## src/rtl/fetch_stage.sv

```systemverilog
// Instruction fetch stage: PC register driving a combinational instruction
// memory, with a 2-entry {instr, pc} queue that decouples fetch from decode.
module fetch_stage #(
    parameter logic [31:0] RESET_PC = 32'h00000000
) (
    input  logic        clk,
    input  logic        reset,
    output logic [31:0] imem_a,
    input  logic [31:0] imem_rd,
    input  logic        redirect_valid,
    input  logic [31:0] redirect_pc,
    input  logic        id_ready,
    output logic        id_valid,
    output logic [31:0] id_instr,
    output logic [31:0] id_pc,
    output logic [31:0] id_pc8
);

    // Handshake: an entry moves to decode on every cycle where id_valid && id_ready.
    // While id_valid is high and id_ready is low, id_instr/id_pc/id_pc8 are held.
    // A redirect flushes the queue; an entry accepted in that same cycle is not re-presented.

    logic [31:0] pc;
    logic [31:0] pc_plus4;
    logic [31:0] redirect_aligned;
    logic [31:0] q_instr [2];
    logic [31:0] q_pc    [2];
    logic [1:0]  count;
    logic        head;
    logic        tail;
    logic        deq;
    logic        enq;
    logic        unused_redirect_low;

    assign pc_plus4         = pc + 32'd4;
    assign redirect_aligned = {redirect_pc[31:2], 2'b00};
    assign unused_redirect_low = ^redirect_pc[1:0];

    assign imem_a   = pc;
    assign id_valid = (count != 2'd0);
    assign id_instr = q_instr[head];
    assign id_pc    = q_pc[head];
    assign id_pc8   = q_pc[head] + 32'd8;

    assign deq = id_valid && id_ready;
    // A full queue can still accept a new word when the head leaves this cycle.
    assign enq = !redirect_valid && ((count != 2'd2) || deq);

    always_ff @(posedge clk) begin
        if (reset) begin
            pc    <= RESET_PC;
            count <= 2'd0;
            head  <= 1'b0;
            tail  <= 1'b0;
        end else if (redirect_valid) begin
            pc    <= redirect_aligned;
            count <= 2'd0;
            head  <= 1'b0;
            tail  <= 1'b0;
        end else begin
            if (enq) begin
                q_instr[tail] <= imem_rd;
                q_pc[tail]    <= pc;
                tail          <= ~tail;
                pc            <= pc_plus4;
            end
            if (deq) begin
                head <= ~head;
            end
            case ({enq, deq})
                2'b10:   count <= count + 2'd1;
                2'b01:   count <= count - 2'd1;
                default: count <= count;
            endcase
        end
    end

endmodule

```

## config.mk

```make
export PLATFORM = sky130hd
export DESIGN_NAME = fetch_stage
export DESIGN_NICKNAME = d
export VERILOG_FILES = /design/src/rtl/fetch_stage.sv
export SDC_FILE = /design/constraint.sdc
export NUM_CORES = 1
export LEC_CHECK = 0
export ABC_AREA = 1
export ABC_CLOCK_PERIOD_IN_PS = 16200
export CAP_MARGIN = 5
export CORE_MARGIN = 5
export CORE_UTILIZATION = 40
export CTS_CLUSTER_DIAMETER = 50
export CTS_CLUSTER_SIZE = 12
export DETAILED_ROUTE_END_ITERATION = 8
export PLACE_DENSITY = 0.68
export SYNTH_ARGS = -nofsm -noshare
export SYNTH_HDL_FRONTEND = slang
export SYNTH_SLANG_ARGS = --single-unit
```

## constraint.sdc

```tcl
create_clock -name clk -period 16.2 [get_ports clk]
set_clock_uncertainty 0.2 [all_clocks]
set_input_delay 1.62 -clock clk [delete_from_list [all_inputs] [get_ports clk]]
set_output_delay 1.62 -clock clk [all_outputs]
set_load 0.02 [all_outputs]
```

==> reports/metrics.cfg <==
[placement]
portBuffers = 188
gp_congestion = 0.938
dp.final_hpwl_microns = 15200
dp.cells = 1272

[drt]
drt_iter0_markers = 366
wl_per_cell_microns = 15.6
drt_pass1_iterations = 6
viasPerCell = 4.75
drc = 0
ant_nets = 0
drt_wl_total_microns = 20300
vias = 6194

[power_and_ir_drop]
p_sw_share_pct = 24.6
ir_worst_vdd_mv = 0.0893
p_seq_share_pct = 46.5
clock_power_share_pct = 40.2
p_per_area_nw_per_um2 = 95.8
internal_power_uw = 763
pwr-share-comb_pct = 13.4
p_switching_uw = 249
power_leakage_nw = 3.92

[sta]
min_period_ns = 5.41
hold_violations = 0
fmax_ghz = 0.185
max_slew_margin_pct = 50.3
period_share_pct = 33.4
worst_pin_slew_ns = 0.746
slew_viol_final = 0
rsz0062_at_grt = no
setup-tns-final_ns = 0
setup_viol = 0

[finish]
fillers = 1796
antenna_cells = 0
finalNonFillerCells = 1303
nets = 1097
areaGrowthSynthToFinish_pct = 34.6
drive_gt1_share_pct = 12.2

[synth]
synth.most_common_cell = nand2_1
yosysSeqAreaShare_pct = 56.3
yosysTopAreaCell = edfxtp_1
ys_dominant_reg_cell = edfxtp_1
synth_top_area_share_pct = 47.4
synth_edf_count = 124
ys_warn_count = 0
synthArstFlopShare_pct = 0
synth_cell_types = 35
synthTopCellsByCount = 212 x nand2_1, 124 x edfxtp_1, 99 x inv_1, 90 x nor2_1, 44 x nand3_1
synth_area_leaders = edfxtp_1 47%, nand2_1 10%, dfxtp_1 8.9%, inv_1 4.7%, mux2_2 4.7%
avgSynthCellArea_sq_um = 9.42
ys_ff_latch = 159
synth_area_sq_um = 7860
synth_cells = 834

[grt]
grt_max_degree = 62
track_usage_pct = 18.2
grt_pass1_wl_microns = 31700
grt_pass1_vias = 6011
globalRouteOverflowTotal = 0
antenna_found_initial = 0

[floorplan]
fp.dieW_microns = 150
num_rows = 51
initial_core_util_pct = 40.5
die_area_sq_um = 22500
die_h_microns = 150
ios = 197
core-area_sq_um = 19400

[worst_setup_path]
worstSetupStartpointType = flip-flop
reg2reg_to = imem_a[24]
crit_type = reg -> out
ff2ff_setup_slack_ns = 13.93
cp_max_fo = 61
critPathArrivalTime_ns = 3.59
reg2reg_depth = 10
worst_setup_path_end_kind = primary output
r2r-start = imem_a[3]
cp.required_ns = 14.38

[run]
max-cap-violations = 0

[min_path]
min_path_type = reg -> reg
hold_start = head
hold_depth = 1

[cts]
clock-sinks = 159
worstSkewPairLatency_ns = 0.42
hold_buffers = 0
cts.path.max_buffers = 2
cts_setup_buffers = 0
root_buffer = clkbuf_16
h-tree-depth = 4
tritoncts = built
cts_resized = 0
clk_pin_slew_worst_paths_ns = 0.06
cts_buffers = 17

[status]
status = completed

-- sequential cells by signal, summed over array words and instances (netlist names), named ones only --
| name | count |
|---|---|
| q_pc | 60 |
| count | 2 |
| head | 1 |
| imem_a | 30 |
| q_instr | 64 |
| tail | 1 |
-- worst max path at each step --
stage / start / end / depth (start not counted)
after detailed placement: flip-flop / id_pc8[30] / 10
after global placement: flip-flop / id_pc8[30] / 10
after global routing: flip-flop / id_pc8[30] / 10
after CTS: flip-flop / id_pc8[30] / 10
final: flip-flop / id_pc8[30] / 10
after floorplan: redirect_valid / q_instr[0][0] / 4
-- critical path, stage by stage (launching register included) --
cell,delay [ns]
dfxtp_4,0.63
buf_4,0.70
o21ai_0,0.44
inv_1,0.22
nand2_1,0.09
nor2_1,0.09
nand3_1,0.07
nor2_1,0.14
nand3_1,0.08
nand2_1,0.09
clkdlybuf4s50_1,0.60
-- kinds of logic (layout without fill, tap and decap cells) --
| group | after synthesis | after routing | synth area share (%) |
|---|---|---|---|
| adder cells (fa/ha/maj) | 3 | 3 | 0.478 |
| multiplexers | 33 | 33 | 4.73 |
| XOR/XNOR | 24 | 24 | 2.68 |
| AND/OR/NAND/NOR | 386 | 386 | 20.9 |
| AO/OA/AOI/OAI | 94 | 94 | 7.30 |
| flip-flops | 159 | 159 | 56.3 |
| other | 1 | 6 | 0.0477 |
| buffers and inverters | 134 | 333 | 7.52 |
-- per-layer routing --
layer / wire length (microns) / track usage (%) / vias up / share of wire, %
li1: - / - / 3127 / -
met1: 8530 / 23.4 / 2827 / 42
met2: 9800 / 30.5 / 200 / 48
met3: 1260 / 3.22 / 40 / 6.2
met4: 670 / 7.69 / 0 / 3.3
met5: 0 / 0 / - / 0
-- cells in the final DEF (no fill, tap or decap), drive strengths merged, types with 5 or more instances in the layout --
master         count
clkdlybuf4s50    188
nand4             10
xor2              17
conb               6
nor3               6
xnor2              7
mux2              33
nand3             44
nand2            220
nor2             102
inv              113
a31oi              5
a21oi             35
o21ai             53
edfxtp           124
dfxtp             35
clkbuf            17
buf                7
-- metrics by stage --
stage / hold slack (ns) / power (mW) / area, sq um / worst slack, ns / utilization (%)
floorplan: 0.226 / 0.547 / 7870 / 9.12 / -
global placement: 0.224 / 0.613 / 9960 / 11.20 / 51.4
detailed placement: 0.227 / 0.615 / 9960 / 11.17 / 51.4
CTS: 0.237 / 1.02 / 10600 / 10.72 / 54.5
global route: 0.268 / 1.05 / 10600 / 10.42 / 54.5
finish: 0.236 / 1.01 / 10600 / 10.79 / 54.5
-- cell type report --
class                      count  area, sq um  area share (%)
inverter                     107          402            3.80
clock inverter                14          180            1.70
sequential                   159         4430            41.9
tap                          265          332            3.14
multi-input combinational    546         2870            27.1
clock buffer                  17          425            4.02
timing repair buffer         195         1930            18.3
-- power groups by stage --
stage | logic (mW) | clock network (mW) | registers (mW)
floorplan | 0.0668 | 0 | 0.480
global placement | 0.135 | 0 | 0.478
detailed placement | 0.136 | 0 | 0.479
CTS | 0.137 | 0.415 | 0.470
global route | 0.146 | 0.434 | 0.472
finish | 0.135 | 0.407 | 0.470
Note: power is estimated with default switching activity, not from simulation.
